`src/rtl/can_tx_scheduler.sv`:
```
// can_tx_scheduler: CAN transmit arbiter and frame sequencer.
// Picks the pending request with the lowest CAN identifier (ties go to the
// lowest requester index). It waits for the interframe "ready" indication,
// starts the shared transmitter and then tracks the outcome. Lost or errored
// frames are retried until a per-requester limit is reached.
// Optional feature: define CAN_TXSCHED_WATCHDOG_EN to add a bit-time watchdog.
// When it expires, a stalled transmission is treated as a bus error.
module can_tx_scheduler #(
    parameter int NUM_REQ      = 4,
    parameter int ID_W         = 11,
    parameter int RETRY_MAX    = 8,
    parameter int TIMEOUT_BITS = 200
) (
    input  logic                       clk,
    input  logic                       resetN,
    input  logic [NUM_REQ-1:0]         reqValid,
    input  logic [NUM_REQ*ID_W-1:0]    reqId,
    input  logic                       interframePeriod,
    input  logic                       bitPulse,
    input  logic                       txDone,
    input  logic                       txLost,
    input  logic                       txError,
    output logic                       txStart,
    output logic [ID_W-1:0]            txId,
    output logic [$clog2(NUM_REQ)-1:0] txSel,
    output logic [NUM_REQ-1:0]         grant,
    output logic [NUM_REQ-1:0]         fail,
    output logic                       active
);

    localparam int SEL_W = $clog2(NUM_REQ);

    typedef enum logic [2:0] {
        IDLE,
        WAIT_BUS,
        ISSUE,
        TX,
        RESULT
    } state_t;

    state_t            r_state;
    state_t            w_nextState;
    logic [SEL_W-1:0]  r_txSel;
    logic [ID_W-1:0]   r_txId;
    logic [NUM_REQ-1:0] r_grant;
    logic [NUM_REQ-1:0] r_fail;
    logic [3:0]        r_retry [NUM_REQ];

    logic              w_anyReq;
    logic              w_found;
    logic [SEL_W-1:0]  w_selIdx;
    logic [ID_W-1:0]   w_selId;
    logic              w_timeout;
    logic              w_outcome;
    logic              w_success;
    logic [3:0]        w_retryNext;
    logic              w_exhausted;

    assign w_anyReq = |reqValid;

    // Lowest identifier among the currently valid requests; a strict compare keeps the lower index on ties
    always_comb begin
        w_found  = 1'b0;
        w_selIdx = '0;
        w_selId  = '1;
        for (int i = 0; i < NUM_REQ; i++) begin
            if (reqValid[i] && (!w_found || (reqId[i*ID_W +: ID_W] < w_selId))) begin
                w_found  = 1'b1;
                w_selId  = reqId[i*ID_W +: ID_W];
                w_selIdx = SEL_W'(i);
            end
        end
    end

`ifdef CAN_TXSCHED_WATCHDOG_EN
    localparam int BC_W = $clog2(TIMEOUT_BITS + 1);
    logic [BC_W-1:0] r_bitCnt;

    // Bit-time counter restarted for every frame, advancing on validated bit pulses while on the bus
    always_ff @(posedge clk) begin
        if (!resetN)
            r_bitCnt <= '0;
        else if (r_state == ISSUE)
            r_bitCnt <= '0;
        else if ((r_state == TX) && bitPulse)
            r_bitCnt <= r_bitCnt + BC_W'(1);
    end

    assign w_timeout = (r_state == TX) && (r_bitCnt == BC_W'(TIMEOUT_BITS));
`else
    localparam int unusedTimeoutBits = TIMEOUT_BITS;
    logic w_unusedBitPulse;
    assign w_unusedBitPulse = bitPulse;
    assign w_timeout        = 1'b0;
`endif

    // A real outcome pulse always wins over the watchdog, and error/lost beat done
    assign w_outcome   = txDone | txLost | txError | w_timeout;
    assign w_success   = txDone & ~txLost & ~txError;
    assign w_retryNext = r_retry[r_txSel] + 4'd1;
    assign w_exhausted = (w_retryNext == 4'(RETRY_MAX));

    // State register
    always_ff @(posedge clk) begin
        if (!resetN)
            r_state <= IDLE;
        else
            r_state <= w_nextState;
    end

    // Next-state sequencing: wait for the bus, issue one start, wait for an outcome, report it
    always_comb begin
        w_nextState = r_state;
        case (r_state)
            IDLE:     if (w_anyReq) w_nextState = WAIT_BUS;
            WAIT_BUS: begin
                if (!w_anyReq)
                    w_nextState = IDLE;
                else if (interframePeriod)
                    w_nextState = ISSUE;
            end
            ISSUE:    w_nextState = TX;
            TX:       if (w_outcome) w_nextState = RESULT;
            RESULT:   w_nextState = w_anyReq ? WAIT_BUS : IDLE;
            default:  w_nextState = IDLE;
        endcase
    end

    // Latch the winner when the frame is issued and register the one-cycle grant/fail pulses
    always_ff @(posedge clk) begin
        if (!resetN) begin
            r_txSel <= '0;
            r_txId  <= '0;
            r_grant <= '0;
            r_fail  <= '0;
        end else begin
            r_grant <= '0;
            r_fail  <= '0;
            if ((r_state == WAIT_BUS) && w_anyReq && interframePeriod) begin
                r_txSel <= w_selIdx;
                r_txId  <= w_selId;
            end
            if ((r_state == TX) && w_outcome) begin
                if (w_success)
                    r_grant <= NUM_REQ'(1) << r_txSel;
                else if (w_exhausted)
                    r_fail  <= NUM_REQ'(1) << r_txSel;
            end
        end
    end

    // Per-requester retry counters; an idle requester always starts again from zero
    always_ff @(posedge clk) begin
        for (int i = 0; i < NUM_REQ; i++) begin
            if (!resetN || !reqValid[i])
                r_retry[i] <= 4'd0;
            else if ((r_state == TX) && w_outcome && (r_txSel == SEL_W'(i))) begin
                if (w_success || w_exhausted)
                    r_retry[i] <= 4'd0;
                else
                    r_retry[i] <= w_retryNext;
            end
        end
    end

    assign txStart = (r_state == ISSUE);
    assign active  = (r_state == ISSUE) || (r_state == TX);
    assign txSel   = r_txSel;
    assign txId    = r_txId;
    assign grant   = r_grant;
    assign fail    = r_fail;

endmodule
```
`config.mk`:
```
export PLATFORM = sky130hd
export DESIGN_NAME = can_tx_scheduler
export DESIGN_NICKNAME = d
export VERILOG_FILES = /design/src/rtl/can_tx_scheduler.sv
export SDC_FILE = /design/constraint.sdc
export NUM_CORES = 1
export LEC_CHECK = 0
export BUFFER_PORTS_ARGS = -buffer_cell sky130_fd_sc_hd__buf_4
export CAP_MARGIN = 20
export CORE_MARGIN = 5
export CORE_UTILIZATION = 35
export DETAILED_ROUTE_END_ITERATION = 10
export PLACE_DENSITY = 0.64
export SETUP_SLACK_MARGIN = 0.5
export SLEW_MARGIN = 10
export SYNTH_ARGS = -nofsm -noshare
export SYNTH_HDL_FRONTEND = slang
export SYNTH_SLANG_ARGS = --single-unit
```
`constraint.sdc`:
```
create_clock -name clk -period 19.3 [get_ports clk]
set_clock_uncertainty 0.2 [all_clocks]
set_input_delay 3.86 -clock clk [delete_from_list [all_inputs] [get_ports clk]]
set_output_delay 3.86 -clock clk [all_outputs]
set_load 0.005 [all_outputs]
```
==> flow_metrics.py, run 1 <==
metrics = {
    "clock_tree": {
        "clkTransAtPathRegs_ns": 0.08,
        "cts_root_buf": "clkbuf_8",
        "post_cts_buffers": 0,
        "cts_resized": 0,
        "cts_max_level": 2,
        "cts_max_path_buffers": 2,
        "postCtsHoldBufs": 0,
        "clkSinkCount": 42,
        "insertion_delay_ns": 0.30,
        "tritoncts": "built",
        "numCtsBuffers": 5,
    },
    "synthesis": {
        "avgSynthCellArea_um2": 9.103,
        "synth_fp_nets": 424,
        "syn-cell-area_um2": 3077,
        "ys_ff_latch": 42,
        "synth-main-ff-cell": "dfxtp_1",
        "synth_edf_count": 16,
        "yosysWarnings": 0,
        "ys_types": 44,
        "syn_inst": 338,
        "synth_seq_area_share_pct": 32.53,
        "ys_async_sr_fraction_pct": 0,
    },
    "route": {
        "first_iter_violations": 123,
        "vias_per_cell": 5.202,
        "drc": 0,
        "via_count": 2705,
        "dr.pass1.iters": 4,
        "wirelength_mm": 7.894,
        "final_antenna_net_count": 0,
        "drt-wirelength-per-cell_um": 15.18,
    },
    "global_routing": {
        "grt-ovfl-total": 0,
        "gr-usage-all-layers_pct": 14.49,
        "grt_pass1_wl_mm": 13.10,
        "grt_antenna_before_repair": 0,
        "grt_max_degree": 30,
        "grt_pass1_vias": 2660,
    },
    "worst_setup_path": {
        "rr_worst_depth": 6,
        "cp_data_arrival_time_ns": 11.25,
        "cp.required_ns": 19.28,
        "crit_type": "in2reg",
        "cp_max_fo": 14,
        "start_kind": "primary input",
        "critPathTopFamily": "compound AO/OA/AOI/OAI gates",
        "end_kind": "register",
        "r2r-end": "r_retry[1][0]",
        "crit_slowest_cell": "mux2i_1",
        "r2r_slack_ns": 16.56,
        "slowest_delay_ns": 0.73,
        "critPathBufInv": 3,
    },
    "die": {
        "die_x_um": 103.8,
        "rows": 34,
        "fp.dieH_um": 103.8,
        "initial_core_util_pct": 35.63,
        "ios": 78,
        "core-area_um2": 8636,
        "die_area_um2": 10770,
    },
    "timing": {
        "rsz0062_at_grt": "no",
        "setup_viol": 0,
        "period_share_pct": 58.35,
        "finalWorstSetupSlack_ns": 8.039,
        "relSlewSlack_pct": 37.08,
        "setup_tns_ns": 0,
        "fmax_ghz": 0.08880,
        "finalHoldViolCount": 0,
        "drv_slew": 0,
        "tightest_slew_ns": 0.9176,
        "min_period_ns": 11.26,
    },
    "pwr": {
        "leakagePower_nw": 1.906,
        "p_total_uw": 228.4,
        "powerDensity_nw_per_um2": 59.75,
        "max-vdd-ir-drop_v": 0.00003242,
        "p_sw_uw": 72.20,
        "p_int_uw": 156.2,
        "pwr-share-comb_pct": 31.0,
        "switching_share_pct": 31.61,
        "p_clk_share_pct": 25.1,
        "seqPwrFrac_pct": 43.8,
    },
    "placed_design": {
        "hpwl_mm": 6.369,
        "dp_slack_ns": 7.687,
        "placement.io_buffers": 76,
        "gp_congestion": 0.8626,
    },
    "layout": {
        "drive_above_1_share_pct": 28.64,
        "n_antenna_cell": 0,
        "nNetsFinal": 497,
        "final_cell_mix": "buf_4 (78), nor2_1 (53), ha_1 (31), inv_1 (28), dfxtp_1 (26)",
        "syn_to_final_growth_pct": 24.24,
        "final_common_cell": "buf_4",
    },
    "worst_hold_path": {
        "hp-start": "txId[0]",
        "hold_class": "reg2reg",
        "hold_depth": 2,
        "hold_end": "txId[0]",
    },
    "run": {
        "cap_violations": 0,
    },
    "outcome": {
        "status": "finished, final reports clean",
    },
}
## cell families after synthesis
family,share of synthesized area (%)
adder cells (fa/ha/maj),12.61
AO/OA/AOI/OAI,17.89
AND/OR/NAND/NOR,19.40
flip-flops,32.53
multiplexers,11.31
XOR/XNOR,0.5694
buffers and inverters,5.693
## worst min-delay path: cells and delay by family, from the launching register on
kind               cells  cell delay (ns)
AOI/OAI and AO/OA      1             0.05
DFF                    1             0.32
and+or+nand+nor        1             0.05
## per-layer routing
layer	vias to the layer above	part of all wire (%)	global-route usage [%]
li1	1372	-	-
met1	1241	48	19.76
met3	7	5.9	3.420
met2	85	45	22.63
met5	-	0	0
met4	0	1.3	4.533
## how the worst max path moves through the flow
stage | from | slack (ns) | cells after the start | end
after floorplan | reqValid[0] | 9.44 | 27 | txId[10]
after global placement | reqValid[0] | 7.75 | 27 | txId[5]
after detailed placement | reqValid[0] | 7.69 | 27 | txId[3]
after CTS | reqValid[0] | 7.98 | 27 | txId[2]
after global routing | reqValid[0] | 7.45 | 27 | txId[2]
final | reqValid[0] | 8.04 | 27 | txId[8]
## metrics by stage
step,cells,hold WS (ns),instance area (µm²),utilization [%]
2_1_floorplan,338,0.2444,3077,-
3_3_place_gp,511,0.2470,3727,43.16
3_5_place_dp,511,0.2509,3727,43.16
4_1_cts,519,0.2628,3817,44.20
5_1_grt,520,0.2874,3822,44.26
6_report,520,0.2607,3822,44.26
## sequential cells by signal, indices dropped and copies added (netlist names), named ones only
name / cells
fail: 4
grant: 4
r_retry: 16
r_state: 3
txId: 11
txSel: 2
## power groups by stage
stage | combinational [mW] | sequential (mW) | clock [mW]
final | 0.0709 | 0.100 | 0.0574
after global placement | 0.0699 | 0.102 | 0
after detailed placement | 0.0709 | 0.102 | 0
after floorplan | 0.0474 | 0.101 | 0
after global routing | 0.0795 | 0.101 | 0.0624
after CTS | 0.0713 | 0.100 | 0.0583
## cells in the mapped netlist, types with 2 or more instances
cell type  count  share of area, %
buf_6          2              0.73
nand2_1       14               1.7
a21o_1         7               1.7
o21ai_0        8               1.3
clkbuf_1       8              0.98
nand4_1        5               1.0
a211oi_1       2              0.49
nor2b_1        5               1.0
nor3_1         9               1.5
and3_1        21               4.3
edfxtp_1      16                16
mux4_2         4               2.9
a21oi_1       14               2.3
a211o_1       12               3.4
nor2_1        53               6.5
buf_2          2              0.33
nand2b_1       6               1.2
dfxtp_1       26                17
inv_1         28               3.4
ha_1          31                13
mux2_2        22               8.1
or3_1          3              0.61
o211ai_1       4              0.98
o21a_1        12               2.9
a31oi_1        2              0.41
nand3_1        4              0.65
## area by class of cell
| class | count | area, µm² |
|---|---|---|
| clock buffers | 5 | 68.82 |
| clock inverters | 3 | 21.27 |
| fillers | 893 | 4813 |
| inverters | 28 | 105.1 |
| multi-input cells | 255 | 1901 |
| flip-flops and latches | 42 | 1001 |
| well taps | 108 | 135.1 |
| repair buffers | 79 | 590.6 |
Power figures use the tool's default switching activity.
==> inputs of run 2 (changes only) <==
- PLACE_DENSITY: 0.64 -> 0.66
- clock period: 19.3 -> 9.5 ns (I/O delays scaled with it)
==> run 2 against run 1 <==
  * Sequential cell count unchanged
  * Utilization increased by 0.20 points
  * Cell area increased by 0.46%
  * Sequential power increased by 100%
  * Worst hold slack improved by 0.011 ns
  * Via count decreased by 0.11%
  * Global-route usage increased by 0.22 points
  * Wire length increased by 1.0%
  * Count of clock-buffer cells in the layout unchanged
  * Clock power increased by 100%
  * Largest power group unchanged
==> flow_metrics.py, run 2 (synthesis results as in run 1) <==
metrics = {
    "die": {
        "initial_core_util_pct": 35.63,
        "core-area_um2": 8636,
        "die_x_um": 103.8,
        "ios": 78,
        "fp.dieH_um": 103.8,
        "rows": 34,
        "die_area_um2": 10770,
    },
    "route": {
        "drc": 0,
        "dr.pass1.iters": 6,
        "via_count": 2702,
        "first_iter_violations": 147,
        "drt-wirelength-per-cell_um": 15.34,
        "final_antenna_net_count": 0,
        "wirelength_mm": 7.975,
        "vias_per_cell": 5.196,
    },
    "clock_tree": {
        "postCtsHoldBufs": 0,
        "cts_root_buf": "clkbuf_8",
        "clkSinkCount": 42,
        "insertion_delay_ns": 0.30,
        "cts_max_level": 2,
        "tritoncts": "built",
        "cts_resized": 0,
        "post_cts_buffers": 0,
        "clkTransAtPathRegs_ns": 0.08,
        "cts_max_path_buffers": 2,
        "numCtsBuffers": 5,
    },
    "timing": {
        "setup_tns_ns": 0,
        "min_period_ns": 8.451,
        "period_share_pct": 88.96,
        "drv_slew": 0,
        "setup_viol": 0,
        "fmax_ghz": 0.1183,
        "finalWorstSetupSlack_ns": 1.049,
        "relSlewSlack_pct": 27.77,
        "finalHoldViolCount": 0,
        "rsz0062_at_grt": "no",
        "tightest_slew_ns": 1.070,
    },
    "layout": {
        "fill_cells": 837,
        "final_common_cell": "buf_4",
        "final_core_util_pct": 44.47,
        "largest-register": "r_retry",
        "nNetsFinal": 497,
        "drive_above_1_share_pct": 29.13,
        "final_cells": 520,
        "largest_reg_flops": 16,
        "final_cell_mix": "buf_4 (79), nor2_1 (52), ha_1 (31), inv_1 (28), dfxtp_1 (26)",
        "n_antenna_cell": 0,
        "syn_to_final_growth_pct": 24.81,
    },
    "global_routing": {
        "grt_pass1_wl_mm": 13.33,
        "gr-usage-all-layers_pct": 14.71,
        "grt_busiest_layer": "met2",
        "grt_max_degree": 30,
        "use_met3_pct": 3.109,
        "globalRouteMet1Util_pct": 19.81,
        "grt_antenna_before_repair": 0,
        "grtUsageMet2_pct": 23.68,
        "grt_pass1_vias": 2768,
        "grt-ovfl-total": 0,
    },
    "placed_design": {
        "placement.io_buffers": 76,
        "dp_slack_ns": 0.2355,
        "gp_congestion": 0.8530,
        "hpwl_mm": 6.496,
        "place_inst": 512,
    },
    "pwr": {
        "leakagePower_nw": 1.908,
        "p_total_uw": 467.3,
        "powerDensity_nw_per_um2": 121.7,
        "max-vdd-ir-drop_v": 0.00005649,
    },
    "worst_setup_path": {
        "end_kind": "register",
        "crit_type": "in2reg",
        "cp_max_fo": 14,
        "start_kind": "primary input",
        "cp.required_ns": 9.49,
        "cp_data_arrival_time_ns": 8.44,
    },
    "worst_hold_path": {
        "hold_class": "reg2reg",
    },
    "outcome": {
        "status": "finished, final reports clean",
    },
    "run": {
        "cap_violations": 0,
    },
}
## run 2: per-stage QoR
step | hold WS (ns) | cell area [µm²]
3_5_place_dp | 0.2596 | 3735
5_1_grt | 0.3182 | 3840
4_1_cts | 0.2719 | 3825
3_3_place_gp | 0.2466 | 3735
6_report | 0.2722 | 3840
2_1_floorplan | 0.2444 | 3077
## run 2: worst paths after layout
kind / startpoint / to / slack, ns / cells past startpoint
worst max-delay path: reqValid[0] / txId[10] / 1.05 / 28
worst min-delay path: txId[0] / txId[0] / 0.27 / 2
worst max register to register: register / r_retry[1][2] / 6.78 / 6
worst min register to register: txId[0] / txId[0] / 0.27 / 2
## run 2: final cells by class
class / instances / area (µm²) / area share, %
clock buffers: 5 / 68.82 / 1.792
clock inverters: 3 / 21.27 / 0.5539
inverters: 28 / 105.1 / 2.737
multi-input cells: 255 / 1916 / 49.89
flip-flops and latches: 42 / 1001 / 26.07
well taps: 108 / 135.1 / 3.519
repair buffers: 79 / 593.1 / 15.44
## run 2: critical path: stages
cell	delay [ns]
buf_4	0.18
inv_1	0.15
nor2_1	0.17
ha_1	0.28
nand4_1	0.17
nor3_1	0.10
o22a_4	0.26
a211oi_1	0.49
buf_4	0.29
mux2_2	0.36
ha_1	0.30
nand2_1	0.06
o21ai_0	0.17
a31oi_1	0.13
o21ai_0	0.17
nor2_1	0.09
a211oi_4	0.35
buf_4	0.26
mux2_2	0.37
ha_1	0.18
a21o_1	0.17
a21o_1	0.17
a21oi_1	0.14
o221ai_1	0.20
or3_1	0.43
mux2i_4	0.36
nor2_2	0.20
a211o_1	0.33
## run 2: power breakdown
group	total [mW]	switching [mW]	internal, mW
sequential	0.204	0.00766	0.196
clock	0.117	0.0657	0.0514
combinational	0.147	0.0748	0.0717
## run 2: metal layers
layer / share of wire, % / wire length [µm]
met4: 1.4 / 111
met2: 46 / 3708
met3: 4.1 / 330
met5: 0 / 0
met1: 48 / 3825
